<file path="config.mk">
export PLATFORM = sky130hd
export DESIGN_NAME = cond_status_unit
export DESIGN_NICKNAME = d
export VERILOG_FILES = /design/src/rtl/cond_status_unit.sv
export SDC_FILE = /design/constraint.sdc
export NUM_CORES = 1
export LEC_CHECK = 0
export ABC_AREA = 1
export CORE_MARGIN = 3
export CORE_UTILIZATION = 45
export CTS_BUF_LIST = sky130_fd_sc_hd__clkbuf_4 sky130_fd_sc_hd__clkbuf_8
export DETAILED_ROUTE_END_ITERATION = 8
export PLACE_DENSITY = 0.93
export REMOVE_ABC_BUFFERS = 1
export SETUP_SLACK_MARGIN = 0.15
export SKIP_CTS_REPAIR_TIMING = 1
export SLEW_MARGIN = 40
export SYNTH_ARGS = -nofsm -noshare
export SYNTH_HDL_FRONTEND = slang
export SYNTH_SLANG_ARGS = --single-unit
</file>
<file path="constraint.sdc">
create_clock -name clk -period 3.8 [get_ports clk]
set_clock_uncertainty 0.05 [all_clocks]
set_input_delay 0.76 -clock clk [delete_from_list [all_inputs] [get_ports clk]]
set_output_delay 0.76 -clock clk [all_outputs]
set_load 0.01 [all_outputs]
</file>
<file path="src/rtl/cond_status_unit.sv">
// Condition-code unit: architectural flags {N,Z,C,V}, a shadow copy, and a condition test that sees this cycle's flag update.
// One-cycle result latency; a request is accepted every cycle, so there is never backpressure.
module cond_status_unit (
   input  logic       clk,
   input  logic       reset_n,
   input  logic       alu_valid,
   input  logic       s_bit,
   input  logic       arith,
   input  logic       alu_c,
   input  logic       alu_n,
   input  logic       alu_v,
   input  logic       alu_z,
   input  logic       cond_valid,
   input  logic [3:0] cond,
   input  logic       save_req,
   input  logic       restore_req,
   output logic [3:0] flags,
   output logic       cond_true,
   output logic       cond_out_valid,
   output logic [3:0] shadow
);

   localparam logic [3:0] C_EQ = 4'b0000;
   localparam logic [3:0] C_NE = 4'b0001;
   localparam logic [3:0] C_CS = 4'b0010;
   localparam logic [3:0] C_CC = 4'b0011;
   localparam logic [3:0] C_MI = 4'b0100;
   localparam logic [3:0] C_PL = 4'b0101;
   localparam logic [3:0] C_VS = 4'b0110;
   localparam logic [3:0] C_VC = 4'b0111;
   localparam logic [3:0] C_HI = 4'b1000;
   localparam logic [3:0] C_LS = 4'b1001;
   localparam logic [3:0] C_GE = 4'b1010;
   localparam logic [3:0] C_LT = 4'b1011;
   localparam logic [3:0] C_GT = 4'b1100;
   localparam logic [3:0] C_LE = 4'b1101;
   localparam logic [3:0] C_AL = 4'b1110;

   logic [3:0] r_flags;
   logic [3:0] r_shadow;
   logic       r_cond_true;
   logic       r_cond_out_valid;

   logic       w_wr_alu;
   logic [3:0] w_flags_nxt;
   logic       w_n;
   logic       w_z;
   logic       w_c;
   logic       w_v;
   logic       w_cond_hit;

   assign w_wr_alu = alu_valid & s_bit;

   // Restore beats an ALU write; logical ops keep the previous C and V.
   always_comb begin
      w_flags_nxt = r_flags;
      if (restore_req) begin
         w_flags_nxt = r_shadow;
      end else if (w_wr_alu) begin
         if (arith) begin
            w_flags_nxt = {alu_n, alu_z, alu_c, alu_v};
         end else begin
            w_flags_nxt = {alu_n, alu_z, r_flags[1], r_flags[0]};
         end
      end
   end

   assign w_n = w_flags_nxt[3];
   assign w_z = w_flags_nxt[2];
   assign w_c = w_flags_nxt[1];
   assign w_v = w_flags_nxt[0];

   // Tested against the post-update flags so a dependent branch never waits.
   always_comb begin
      w_cond_hit = 1'b0;
      case (cond)
         C_EQ:    w_cond_hit = w_z;
         C_NE:    w_cond_hit = ~w_z;
         C_CS:    w_cond_hit = w_c;
         C_CC:    w_cond_hit = ~w_c;
         C_MI:    w_cond_hit = w_n;
         C_PL:    w_cond_hit = ~w_n;
         C_VS:    w_cond_hit = w_v;
         C_VC:    w_cond_hit = ~w_v;
         C_HI:    w_cond_hit = w_c & ~w_z;
         C_LS:    w_cond_hit = ~w_c | w_z;
         C_GE:    w_cond_hit = (w_n == w_v);
         C_LT:    w_cond_hit = (w_n != w_v);
         C_GT:    w_cond_hit = ~w_z & (w_n == w_v);
         C_LE:    w_cond_hit = w_z | (w_n != w_v);
         C_AL:    w_cond_hit = 1'b1;
         default: w_cond_hit = 1'b0;
      endcase
   end

   always_ff @(posedge clk) begin
      if (!reset_n) begin
         r_flags          <= 4'b0000;
         r_shadow         <= 4'b0000;
         r_cond_true      <= 1'b0;
         r_cond_out_valid <= 1'b0;
      end else begin
         r_flags <= w_flags_nxt;
         // A simultaneous restore wins, and the shadow is left as it was.
         if (save_req && !restore_req) begin
            r_shadow <= r_flags;
         end
         r_cond_out_valid <= cond_valid;
         if (cond_valid) begin
            r_cond_true <= w_cond_hit;
         end
      end
   end

   assign flags          = r_flags;
   assign shadow         = r_shadow;
   assign cond_true      = r_cond_true;
   assign cond_out_valid = r_cond_out_valid;

endmodule

</file>
## Yosys cells after proc, flatten, opt, wreduce, memory -nomap -nowiden

Index checks and enable logic that the tools add are counted.

| storage, ports and cells | value |
|---|---|
| bits of input ports | 16 |
| bits in latches | 0 |
| memories kept | 0 |
| register bits after elaboration | 10 |
| output and inout bits | 10 |
| ROM bits | 0 |
| word-level logic and storage cells | 36 |
| bits in writable memories | 0 |

| operators by class | value |
|---|---|
| muxes and demuxes | 4 |
| bitwise logic cells | 9 |
| shift-type cells | 0 |
| div/mod/pow operators | 0 |
| reductions and logical operators | 3 |
| magnitude comparators | 0 |
| $add $sub $neg | 0 |
| $mul | 0 |
| equality and inequality tests | 16 |

Operator list:

| kind | count |
|---|---|
| 4-bit equality test, second input constant | 7 |
| 4-bit by 3-bit equality test with 1-bit output, second input constant | 4 |
| 1-bit one-hot mux with 15 select lines | 1 |
| 4-bit by 2-bit equality test with 1-bit output, second input constant | 2 |
| 4-bit two-way mux | 2 |
| 4-bit by 1-bit equality test with 1-bit output, second input constant | 1 |
| 4-bit logical NOT | 1 |
| 1-bit NOT | 4 |
| 1-bit bitwise AND | 3 |
| 2-bit two-way mux | 1 |
| 1-bit OR | 2 |
| 1-bit equality test | 1 |
| 1-bit logical AND | 1 |
| 1-bit logical NOT | 1 |
| 1-bit inequality test | 1 |

## Longest topological paths before layout

| depth | value |
|---|---|
| word-level depth | 6 |
| mapped depth | 13 |
| mapped depth without buffers | 12 |

## Worst setup path before layout

OpenSTA, ideal clock, no wires.

| path | value |
|---|---|
| path kind | input-to-reg |
| start | input port alu_valid |
| end | register r_cond_true (netlist: cond_true) |
| stages | 12 |
| path buffers | 1 |
| library setup time | 0.119 ns |
| arrival | 1.698 ns |
| required time | 3.631 ns |
| setup slack | 1.933 ns |
| cells stage by stage | buf_2 > nand3_2 > nand2_1 > nand3_1 > nand3_1 > nand2_2 > nand2_1 > nand2_1 > nor2_1 > nand2_1 > nand2_1 > a21oi_2 |

| between the ends | value |
|---|---|
| cells in the longest elaborated chain, start to end | 6 |
| elaborated cells between the ends (all ways) | 14 |
| those cells by class | eq/ne: 2; mux: 3; bitwise: 9 |

RTL lines:

| what | RTL line | source |
|---|---|---|
| from (decl) | 6 | `input logic alu_valid,` |
| 1-bit bitwise AND * | 52 | `assign w_wr_alu = alu_valid & s_bit;` |
| 4-bit two-way mux * | 59 | `end else if (w_wr_alu) begin` |
| 4-bit two-way mux * | 57 | `if (restore_req) begin` |
| 1-bit inequality test, or another cell as far along | 88, 90 |  |
| 1-bit OR, or another cell as far along | 90 | `C_LE: w_cond_hit = w_z \| (w_n != w_v);` |
| 1-bit one-hot mux with 15 select lines * | 76 | `case (cond)` |
| to (signal assigned) | 110 | `r_cond_true <= w_cond_hit;` |
| to (decl) | 41 | `logic r_cond_true;` |

Every way passes the cells marked *; elsewhere a longest branch is shown, timed or not.
A chain may end at the register's enable or synchronous reset.

## Final worst setup path

Ends and elaborated chain as after synthesis.

==> summary.txt <==
Die
  – Core ar.: 0.00140 mm^2
  – Initial core utilization: 51.0%
  – Full die area: roughly 0.0021 mm^2
  – I/O pin count: 26
  – Height of the chip: 45.8 um
  – Placement Rows: 13
  – Die W: 45.8 um

Global routing
  – Global route overflow: 0
  – First-pass GRT wire length: 3200 um
  – Largest net degree at the start of global routing: 11
  – Antenna violations before repair: 0
  – Vias in the first global route: 800
  – All-layer global routing usage: a little over a fifth

Detailed routing
  – DR WL/cell: ~12 um
  – Detailed-route via count: 892
  – 1st-pass router iterations: 4
  – WL final: around 2000 um
  – Vias per Instance: between 5 and 6
  – Iter 0 DRT Violations: 34
  – DR DRC count: 0
  – Detail Route Antenna Nets: 0

Clock tree
  – Clock buffer count from CTS: 3
  – Clock sink total: 10
  – Root Driver: clkbuf_4
  – TritonCTS clock tree: done
  – Reg clk slew, reported paths: approximately 0.06 ns
  – Worst skew pair latency: 0.27 ns
  – H-tree levels: 1
  – Max Root-Sink Buffers: 2

Flow run
  – Total of max-cap violations: 0

Cells and area
  – Final nets: 168
  – Commonest non-fill, non-tap cell in the layout: nand2_1
  – Antenna cell count: 0
  – Layout cells sized above 1: ~7.3%
  – Fill cells: 116
  – Most frequent cells in the layout: nand2_1 (39), clkdlybuf4s50_1 (25), nand3_1 (22), inv_1 (17)
  – P&R area growth vs syn: 41.4%

Min path
  – Worst Hold End: cond_true$_SDFFE_PN0P_
  – Hold Path Class: flop to flop
  – Worst Hold Launch: cond_true$_SDFFE_PN0P_
  – Worst hold stages: 2

STA
  – RSZ-0062 raised after global routing: no
  – Fin. Hold Viols: 0
  – Relative slew slack: 78.9%
  – Setup TNS: 0 ns
  – Final-report max-slew violation count: 0
  – FMAX: 436 MHz
  – Final setup violation count: 0
  – Worst Tran Pin Value: 0.314 ns
  – Final min period: approximately 2.3 ns
  – Period utilisation layout: about three fifths

Setup path
  – Critical path required time: approximately 4 ns
  – Reg2Reg Depth: 11
  – Reg2reg start: flags[1]$_SDFF_PN0_
  – Nature of the critical path startpoint: primary input
  – CP Buf/Inv Count: 1
  – Critical Path End Type: flop
  – Max Fanout on Critical Path: 8
  – CP arrival: about 2.4 ns
  – Slowest stage cell on the critical path: clkdlybuf4s50_1
  – Cells along the critical path: clkdlybuf4s50_1 > nand3_2 > nand2_1 > nand3_1 > nand3_1 > nand2_1 > nand2_1 > nand3_1 > nor2_1 > nand2_1 > nand2_1 > a21oi_2
  – Worst stage delay on the critical path: 0.62 ns
  – Reg2reg setup slack: 2.35 ns
  – Crit path max-delay family: simple AND/OR/NAND/NOR gates
  – Setup CP Type: primary input to flop
  – RR Endpoint: cond_true$_SDFFE_PN0P_
  – CP most frequent cell: nand2_1

Pwr
  – Cell Pwr Density: 295 mW/mm^2
  – P_leak: around 0.49 nW
  – Max VDD drop: approximately 230 uV
  – Power Total: slightly below 0.0003 W

Yosys
  – Post-synthesis sequential area ratio: 28.1%
  – Yosys warns: 0
  – Post-Syn Instances: 124
  – Yosys cell types: 15
  – Seq cells post-synth: 10
  – Synth Area per Inst: 5.75 um^2
  – Synthesized area: 713 um^2

Placed design
  – Port Buffers: 25
  – Routability cong.: 0.886
  – Post-DP HPWL: about 1500 um

Status
  – Outcome: finished clean
==> per-layer routing <==
layer | routed length (um) | GRT usage, %
met5 | 0 | 0
met4 | 19 | 6.82
met3 | 128 | 2.77
met2 | 975 | 36.8
met1 | 847 | 25.6
==> Yosys cell counts, drive strengths merged <==
cell type	n	area, um^2
inv	18	67.6
nor3	3	15.0
nand3	25	140
a21oi	8	43.8
dfxtp	10	200
buf	2	10.0
nor2	10	37.5
o21ai	3	15.0
nand2	41	159
or2	1	6.26
nand4	3	18.8
==> where the power goes <==
part / switching (W) / leakage (nW) / internal (W)
logic: 0.0000450 / 0.383 / 0.0000400
registers: 0.00000442 / 0.0822 / 0.000111
clock network: 0.0000390 / 0.0210 / 0.0000583
==> registers in the layout (all words and copies together) (netlist names) <==
register	cells
shadow	4
flags	4
cond_true	1
cond_out_valid	1
==> metrics by stage <==
| step | instances | cell area (um^2) | hold WS (ns) | setup slack (ns) | utilization (%) |
|---|---|---|---|---|---|
| after detailed placement | 162 | 972 | 0.422 | 1.27 | 69.5 |
| after CTS | 166 | 1010 | 0.436 | 1.52 | 72.1 |
| after global placement | 162 | 972 | 0.416 | 1.31 | 69.5 |
| after global routing | 166 | 1010 | 0.458 | 1.40 | 72.1 |
| after floorplan | 122 | 703 | 0.437 | 2.07 | - |
| final | 166 | 1010 | 0.430 | 1.51 | 72.1 |
==> final cells by class <==
class,instances,area [um^2],share of cell area [%]
sequential,10,200,19.9
inverter,18,67.6,6.70
clock buffer,4,36.3,3.60
tap,15,18.8,1.86
timing repair buffer,25,250,24.8
multi-input combinational,94,435,43.2
==> logic make-up after synthesis <==
family	count (synthesis)	share of synthesized area [%]
AOI/OAI and AO/OA	11	8.24
buffers and inverters	20	10.9
DFF	10	28.1
and+or+nand+nor	83	52.8
==> worst max path at each step <==
stage                      startpoint                      to  depth (start not counted)
after floorplan           restore_req  cond_true$_SDFFE_PN0P_                         10
after global placement    restore_req  cond_true$_SDFFE_PN0P_                         11
after detailed placement    alu_valid  cond_true$_SDFFE_PN0P_                         12
after CTS                   alu_valid  cond_true$_SDFFE_PN0P_                         12
after global routing        alu_valid  cond_true$_SDFFE_PN0P_                         12
final                       alu_valid  cond_true$_SDFFE_PN0P_                         12
==> worst register-to-register path, delay by kind of cell (launching register included) <==
| family | cells | cell delay (ns) |
|---|---|---|
| AOI/OAI and AO/OA | 1 | 0.05 |
| buffers and inverters | 1 | 0.06 |
| DFF | 1 | 0.36 |
| and+or+nand+nor | 9 | 0.82 |
Note: power is estimated with default switching activity, not from simulation.
